--- src/rtl/cdc_rx_buffer.sv ---
// cdc_rx_buffer: receive-side elastic FWFT FIFO in the B clock domain, fed by single-cycle CDC valid pulses.
// Latency: a word written into an empty FIFO is presented on o_valid/o_data on the next cycle.
// Backpressure: i_valid cannot be stalled; words arriving while full (and no same-cycle pop) are dropped and flagged.
//
// Ports:
//   i_clk, i_rst_n         clock and asynchronous active-low reset
//   i_valid, i_data        write strobe / data from the CDC (no ready; never stalled)
//   o_valid, o_data        head-of-FIFO stream, popped on o_valid && i_ready
//   i_ready                consumer accept
//   o_count                occupancy 0..G_DEPTH
//   o_almost_full          o_count >= G_AFULL (registered)
//   o_overflow             sticky dropped-word flag, cleared by i_clr_overflow (set wins)
//   o_drop_cnt             saturating 8-bit dropped-word count, present only when
//                          CDC_RX_BUFFER_DROP_CNT_EN is defined; i_clr_overflow also clears it
module cdc_rx_buffer #(
  parameter int G_WIDTH = 4,
  parameter int G_DEPTH = 8,
  parameter int G_AFULL = 6
) (
  input  logic                         i_clk,
  input  logic                         i_rst_n,
  input  logic                         i_valid,
  input  logic [G_WIDTH-1:0]           i_data,
  output logic                         o_valid,
  output logic [G_WIDTH-1:0]           o_data,
  input  logic                         i_ready,
  output logic [$clog2(G_DEPTH+1)-1:0] o_count,
  output logic                         o_almost_full,
  output logic                         o_overflow,
  input  logic                         i_clr_overflow
`ifdef CDC_RX_BUFFER_DROP_CNT_EN
  ,
  output logic [7:0]                   o_drop_cnt
`endif
);

  localparam int AW = $clog2(G_DEPTH);
  localparam int CW = $clog2(G_DEPTH+1);

  logic [G_WIDTH-1:0] mem [G_DEPTH];
  // One extra MSB on each pointer distinguishes full from empty when the indices match.
  logic [AW:0]        wr_ptr;
  logic [AW:0]        rd_ptr;
  logic               empty;
  logic               full;
  logic               wr;
  logic               rd;
  logic               drop;
  logic [CW-1:0]      count_nxt;

  assign empty = (wr_ptr == rd_ptr);
  assign full  = (wr_ptr[AW-1:0] == rd_ptr[AW-1:0]) && (wr_ptr[AW] != rd_ptr[AW]);

  // Head entry comes straight out of the storage registers, so i_valid/i_data
  // only reach the outputs through a clock edge.
  assign o_valid = !empty;
  assign o_data  = mem[rd_ptr[AW-1:0]];

  assign rd   = o_valid && i_ready;
  // A pop in the same cycle frees the slot, so a full FIFO can still accept.
  assign wr   = i_valid && (!full || rd);
  assign drop = i_valid && full && !rd;

  always_comb begin
    count_nxt = o_count;
    if (wr && !rd) begin
      count_nxt = o_count + CW'(1);
    end else if (rd && !wr) begin
      count_nxt = o_count - CW'(1);
    end
  end

  // Storage is reset too, so o_data reads 0 out of reset and no stale word survives.
  always_ff @(posedge i_clk or negedge i_rst_n) begin
    if (!i_rst_n) begin
      for (int i = 0; i < G_DEPTH; i++) begin
        mem[i] <= '0;
      end
    end else if (wr) begin
      mem[wr_ptr[AW-1:0]] <= i_data;
    end
  end

  always_ff @(posedge i_clk or negedge i_rst_n) begin
    if (!i_rst_n) begin
      wr_ptr        <= '0;
      rd_ptr        <= '0;
      o_count       <= '0;
      o_almost_full <= 1'b0;
    end else begin
      if (wr) begin
        wr_ptr <= wr_ptr + (AW+1)'(1);
      end
      if (rd) begin
        rd_ptr <= rd_ptr + (AW+1)'(1);
      end
      o_count       <= count_nxt;
      // Computed from the next count so the flag lines up with o_count.
      o_almost_full <= (count_nxt >= CW'(G_AFULL));
    end
  end

  // Sticky overflow: a drop in the same cycle as a clear leaves the flag set.
  always_ff @(posedge i_clk or negedge i_rst_n) begin
    if (!i_rst_n) begin
      o_overflow <= 1'b0;
    end else if (drop) begin
      o_overflow <= 1'b1;
    end else if (i_clr_overflow) begin
      o_overflow <= 1'b0;
    end
  end

`ifdef CDC_RX_BUFFER_DROP_CNT_EN
  always_ff @(posedge i_clk or negedge i_rst_n) begin
    if (!i_rst_n) begin
      o_drop_cnt <= '0;
    end else if (i_clr_overflow) begin
      o_drop_cnt <= drop ? 8'd1 : 8'd0;
    end else if (drop && (o_drop_cnt != 8'hFF)) begin
      o_drop_cnt <= o_drop_cnt + 8'd1;
    end
  end
`endif

endmodule
--- config.mk ---
export PLATFORM = sky130hd
export DESIGN_NAME = cdc_rx_buffer
export DESIGN_NICKNAME = d
export VERILOG_FILES = /design/src/rtl/cdc_rx_buffer.sv
export SDC_FILE = /design/constraint.sdc
export NUM_CORES = 1
export LEC_CHECK = 0
export CAP_MARGIN = 20
export CORE_AREA = 2 2 66 68
export CTS_CLUSTER_SIZE = 14
export DETAILED_ROUTE_END_ITERATION = 6
export DIE_AREA = 0 0 68 70
export GPL_ROUTABILITY_DRIVEN = 0
export PLACE_DENSITY = 0.83
export SETUP_SLACK_MARGIN = 0.02
export SLEW_MARGIN = 20
export SYNTH_ARGS = -nofsm -noshare
export SYNTH_HDL_FRONTEND = slang
export SYNTH_SLANG_ARGS = --single-unit
--- constraint.sdc ---
create_clock -name i_clk -period 6.2 [get_ports i_clk]
set_input_delay 1.24 -clock i_clk [delete_from_list [all_inputs] [get_ports i_clk]]
set_output_delay 1.24 -clock i_clk [all_outputs]
set_load 0.05 [all_outputs]
Word level (Yosys, flattened, before mapping)

Cells that the tools add are included.

Reduce and logical (&&, ||, !) cells: 14
Equal/unequal tests: 3
$add $sub $neg: 4
Order comparisons: 4
Bitwise gates (word level): 2
Mux-type cells: 10

Operator list:

| operator            | number |
|---|---|
| $bwmux 32           | 1 |
| $mux 4              | 5 |
| $add 4x1->4 const B | 3 |
| $bmux 4 s3          | 1 |
| $demux 4 s3         | 1 |
| $ge 4x4->1 const B  | 2 |
| $logic_and 1x1->1   | 8 |
| $not 3->4           | 2 |
| $eq 4x4->1          | 1 |
| $ge 4x3->1 const B  | 1 |
| $logic_not 1->1     | 4 |
| $lt 4x1->1 const B  | 1 |
| $sub 4x1->4 const B | 1 |
| $eq 3x3->1          | 1 |
| $mux 1              | 2 |
| $reduce_bool 2->1   | 1 |
| $logic_or 1x1->1    | 1 |
| $ne 1x1->1          | 1 |

Register bits: 46
Input bits: 9
Output and inout port bits: 11

Longest topological paths before layout

Depth after elaboration: 10
Depth in mapped cells: 8
Gate-level depth less buffers: 7

Worst setup path after synthesis

OpenSTA, ideal clock, no wires.

Kind: register to output
Start point: reg rd_ptr[0]
End point: out o_data[0]
Stages on the path, launching flop included: 4
Data required time: 4.960 ns
Arrival: 1.618 ns
Path slack: 3.342 ns
Cell sequence: dfrtp_1 -> buf_2 -> mux4_2 -> mux2_2

Word-level cells in the longest chain between the ends: 4

RTL lines:

| what                                      | line | text |
|---|---|---|
| from (decl)                               | 43   | `logic [AW:0] rd_ptr;` |
| from (signal assigned)                    | 95   | `rd_ptr <= rd_ptr + (AW+1)'(1);` |
| $not 3->4 (not written as such)           | 57   | `assign o_data = mem[rd_ptr[AW-1:0]];` |
| $bmux 4 s3                                | 57   |  |
| $mux 4 (not written as such) (2 in a row) | 57   |  |
| to (decl)                                 | 25   | `output logic [G_WIDTH-1:0] o_data,` |

No other way between the ends. The select of a mux whose other input is x is not followed.

Final worst setup path

Start point: reg rd_ptr[0]
End point: out o_data[1]

Same word-level chain as after synthesis.

==> impl_results.md <==
- Die X: roughly 68 um
- Post-synthesis net count: a little under 200
- Drt pass-1 iters: 4
- Crit path max-delay cell type: dfrtp_1
- Finished Cell Area: about 0.0027 mm2
- Placed cells: around 250
- Layout cells sized above 1: between 30% and 40%
- Final setup viols: 0
- Largest net degree at the start of global routing: 47
- Worst EP required: 4960 ps
- Post-CTS setup buffer count: 0
- CP Cell Sequence: mux4_2 > mux2_2 > clkdlybuf4s50_1
- Post-DP HPWL: approximately 3.3 mm
- Least-Margin Pin Slew: approximately 750 ps
- Global-route wire length before repair: approximately 8 mm
- Gr ovfl total: 0
- Global Route Usage Sum: about 23%
- Fraction of registers with async set or reset after synthesis: 100%
- Critical path buffers and inverters: 1
- CTS tree: built
- Antenna Cells: 0
- Insertion delay to the later sink of the worst-skew pair: around 300 ps
- Vias: about 1.5k
- Clock root cell: clkbuf_8
- Largest stage delay, worst path: roughly 830 ps
- Wire per inst: around 19 um
- Sequential area share after synthesis: around 47%
- Mean Syn Cell Area: 13.3 um2
- Final clock skew: 4.46 ps
- DR vias/cell: between 5 and 6
- Slew margin rel.: between 40% and 50%
- Maximum fanout along the worst path: 13
- Die area: 0.00476 mm2
- Mapped Area: between 0.002 and 0.0025 mm2
- Worst min path class: reg -> reg
- Fmax: approximately 0.25 GHz
- Remaining antenna violation count: 0
- RSZ-0062 raised after global routing: no
- Setup TNS: 0 ps
- # DRC: 0
- Crit path arrival time: 2720 ps
- Crit Path Class: reg -> out
- Initial DRC count: slightly above 70
- Most common cell after layout, fill and taps aside: dfrtp_1
- Synthesis-stage register bit count: 46
- Drt total wl: 4.72 mm
- CP Capture Type: output pin
- Clock buffer depth: 2
- Die Y: around 70 um
- Startpoint types: flip-flop
- Ports: 20
- Row count: 24
- Nets: roughly 210
- Post-CTS Resized: 0
- Core Region: between 0.004 and 0.005 mm2
- Non-Filler Instances: 254
- IO Port Bufs: 19
- Layout area overhead: 12.7%
- Initial antenna violation count: 0
- Initial core utilization: roughly three fifths
- Commonest non-fill, non-tap cells in the layout: dfrtp_1, mux2_2, clkdlybuf4s50_1, mux4_2
- Clk sinks: between 40 and 50
- Status: finished clean
- Top delay family on crit path: multiplexers
- Post-route minimum period: 3960 ps
- Unique cell type count in the Yosys netlist: 43
- Num CTS Buffers: 5
- YS warnings: 0
- Post-cts hold buffer count: 0
- Slew Viols, Final: 0
- Clock slew at reported path FFs: around 90 ps
- Period Utilization, post-route: 63.8%
- Post-DP Area: between 0.002 and 0.003 mm2
- Cell count after synthesis: roughly 180
- Vias in the first global route: 1613
- H-tree depth: 2
- Main flop type after synthesis: dfrtp_1
- Final Hold Viols: 0
- EDFF count, synth: 0
- Max-cap violations: 0
==> cells in the mapped netlist, drive strengths merged, types with 3 or more instances <==
master / instances / share of area (%)
dfrtp: 46 / 47
mux2: 38 / 18
xnor2: 10 / 4.5
inv: 8 / 1.2
mux4: 8 / 7.4
buf: 7 / 1.8
nand3: 7 / 1.4
xor2: 7 / 2.5
nand2: 6 / 1.0
nor2: 5 / 0.77
a21oi: 4 / 0.82
ha: 4 / 2.1
nand4: 4 / 1.0
nor3: 4 / 1.0
nor4: 3 / 1.9
==> layout make-up <==
class	instances	area [um2]
clock buffers	5	68.8
clock inverters	3	21.3
fillers	305	1400
inverters	8	30.0
multi-input cells	120	1210
flip-flops and latches	46	1150
well taps	52	65.1
repair buffers	20	205
==> registers in the layout, summed over array words and instances, names as in the netlist <==
signal / flops
mem: 32
o_almost_full: 1
o_count: 4
o_overflow: 1
rd_ptr: 4
wr_ptr: 4
==> logic make-up after synthesis <==
group,Yosys count,share of synthesized area (%)
flops,46,47.2
xor+xnor,17,7.03
fa+ha+maj,4,2.05
buf+inv,17,3.33
simple gates,36,9.23
compound gates,17,5.64
mux,46,25.5
==> metrics by stage <==
step	hold slack (ps)	setup WS [ps]	util, %
2_1_floorplan	474	3340	-
3_3_place_gp	482	2600	63.7
6_report	512	2240	66.3
3_5_place_dp	492	2560	63.7
5_1_grt	539	2090	66.3
4_1_cts	514	2220	65.9
==> metal layers <==
metal | up-vias | wire length [um] | global-route usage, %
met2 | 22 | 2530 | 39.3
li1 | 701 | - | -
met5 | - | 0 | 0
met4 | 0 | 76 | 7.11
met1 | 766 | 1980 | 29.3
met3 | 10 | 126 | 3.70
==> worst paths after layout <==
check                      cells after the start      start         end  slack [ps]
hold / removal                                 1     mem[6]      mem[6]         510
min in group asynchronous                      1    i_rst_n  o_overflow         820
setup / recovery                               3  rd_ptr[0]   o_data[1]        2240
max in group asynchronous                      2    i_rst_n     mem[29]        4900
hold reg to reg                                1     mem[6]      mem[6]         510
setup reg to reg                               6  rd_ptr[0]      mem[2]        3680
Power is left out: the tool's default activity adds up to more than one toggle a clock period on the data nets, which glitch-free logic cannot reach.
==> edit (same flow settings) <==
The parameter `G_AFULL` goes from 6 to 3.
--- a/src/rtl/cdc_rx_buffer.sv
+++ b/src/rtl/cdc_rx_buffer.sv
@@ -15,7 +15,7 @@
 module cdc_rx_buffer #(
   parameter int G_WIDTH = 4,
   parameter int G_DEPTH = 8,
-  parameter int G_AFULL = 6
+  parameter int G_AFULL = 3
 ) (
   input  logic                         i_clk,
   input  logic                         i_rst_n,
Formal check against the unedited RTL: not equivalent (Yosys sat finds a counterexample within 4 cycles, from zero or initial values and one cycle with i_rst_n low).
==> edit against the unedited design <==
  * Clock skew hardly changed
  * Wire length is 5.5% lower
  * Sequential cell count unchanged
  * Area after synthesis decreased by 2.6%
  * First-iteration DRC count decreased by 32%
  * Worst setup slack worse by 30 ps
  * Design area fell by 0.91%
  * Cell count is 5.5% lower
  * Critical path type unchanged
  * Core utilization down 0.60 points
  * Die area unchanged
  * Non-clock buffer count is 1 lower
==> edit: results (changes against the unedited design) <==
GRT
The via count of the first global-routing pass is 1,544 (-4.3%). The overall fraction of global-route tracks in use was 21.4% (-1.5 points). The first-pass GRT wire length is 7480 um (-6.6%).

Logic synthesis
The mux contribution to synthesized area is 26.2% (+0.69 points). The sequential fraction of the synthesis area is 48.4% (+1.3 points). Counting instances in the post-synthesis netlist gives the leading cell types as 46 x sky130_fd_sc_hd__dfrtp_1, 34 x sky130_fd_sc_hd__mux2_2, 8 x sky130_fd_sc_hd__mux4_2. The distinct cell type count of the synthesized netlist was 41 (-4.7%).

Ranked by total cell area, the synthesized netlist is headed by sky130_fd_sc_hd__dfrtp_1 48%, sky130_fd_sc_hd__mux2_2 16%, sky130_fd_sc_hd__mux4_2 7.6%. The number of nets in the synthesized netlist is 182 (-7.1%). The adder and majority gate portion of the synthesized area is 2.11% (+0.055 points). The parity-gate share of the synthesized area counting xor and xnor cells is 6.58% (-0.44 points).

The compound-cell area share of the yosys netlist is 5.16% (-0.48 points). The per-instance average area after synthesis is 14.1 sq um (+5.5%).

Run status
The run finished with clean final reports.

Worst setup path
The cell depth of the worst flop-to-flop path was 5 (-1). The largest fanout on the critical path is 12 (-1). In this design, the largest share of critical-path delay is due to buffers and inverters. The arrival time of data at the critical path endpoint is 2750 ps (+30 ps).

Routing
The post-detailed-route wirelength per cell is 18.6 um (about the same). The via count of the routed design is 1,392 (-7.1%). The via-per-instance ratio is 5.80 (-1.7%).

The number of DRC violations after detailed-routing iteration 0 was 49 (-32%).

Place
The half-perimeter wire length after detailed placement came to 3170 um (-5.1%). The post-placement cell count was 232 (-5.3%). The minimum setup slack after placement is 2500 ps (-57.0 ps). The area of placed instances is 0.00258 sq mm (-2.3%).

Cells and area
The layout cell share with drive strength beyond 1 is 34.0% (+0.38 points). The number of nets at the end of the flow is 200 (-6.5%). The number of flip-flops in the largest register was 32 (unchanged).

Timing
The worst-case headroom to the max-slew limit is 47.6% (-2.0 points). The clock skew after layout is 4.12 ps (-0.343 ps).

Min path
The min-delay analysis places its worst path in the category reg2reg.

CTS
The count of instances resized after the clock tree is built is 0 (unchanged).
## edit: cell count changes after synthesis, moves of 3 or more
cell                      change
sky130_fd_sc_hd__xnor2_2      -3
sky130_fd_sc_hd__inv_1        -3
sky130_fd_sc_hd__nand4_1      -4
sky130_fd_sc_hd__xor2_1       -3
## edit: logic make-up after synthesis
logic type / Yosys count
adder cells (fa/ha/maj): 4
flip-flops: 46
AO/OA/AOI/OAI: 14
buffers and inverters: 12
XOR/XNOR: 14
AND/OR/NAND/NOR: 33
multiplexers: 46
## edit: final timing paths
check / startpoint / end / slack (ps)
max in group asynchronous: i_rst_n / mem[28]$_DFFE_PN0P_ / 4860
worst max register to register: rd_ptr[0]$_DFFE_PN0N_ / mem[1]$_DFFE_PN0P_ / 3540
worst max-delay path: rd_ptr[0]$_DFFE_PN0N_ / o_valid / 2210
worst min register to register: mem[19]$_DFFE_PN0P_ / mem[19]$_DFFE_PN0P_ / 510
min in group asynchronous: i_rst_n / o_overflow$_DFFE_PN0P_ / 940
worst min-delay path: mem[19]$_DFFE_PN0P_ / mem[19]$_DFFE_PN0P_ / 510
## edit: final cells by class
cell class,instances,area share (%)
clock buffer,6,3.03
clock inverter,2,2.20
inverter,4,0.551
multi-input combinational,111,42.7
sequential,46,42.3
tap,52,2.39
timing repair buffer,19,6.89
## edit: where the power goes
group / total, mW / internal [mW] / switching [mW] / leakage (nW)
combinational: 0.853 / 0.424 / 0.429 / 0.494
clock: 0.270 / 0.172 / 0.0978 / 0.0714
sequential: 0.620 / 0.450 / 0.170 / 0.546
total: 1.74 / 1.05 / 0.697 / 1.11
## edit: per-layer routing
layer	global-route usage [%]	vias up	share of wire, %	routed length (um)
met5	0	-	0	0
met4	5.56	0	0.87	39
met3	4.99	4	2.9	128
met2	35.9	19	51	2280
met1	27.6	717	45	2010
li1	-	652	-	-
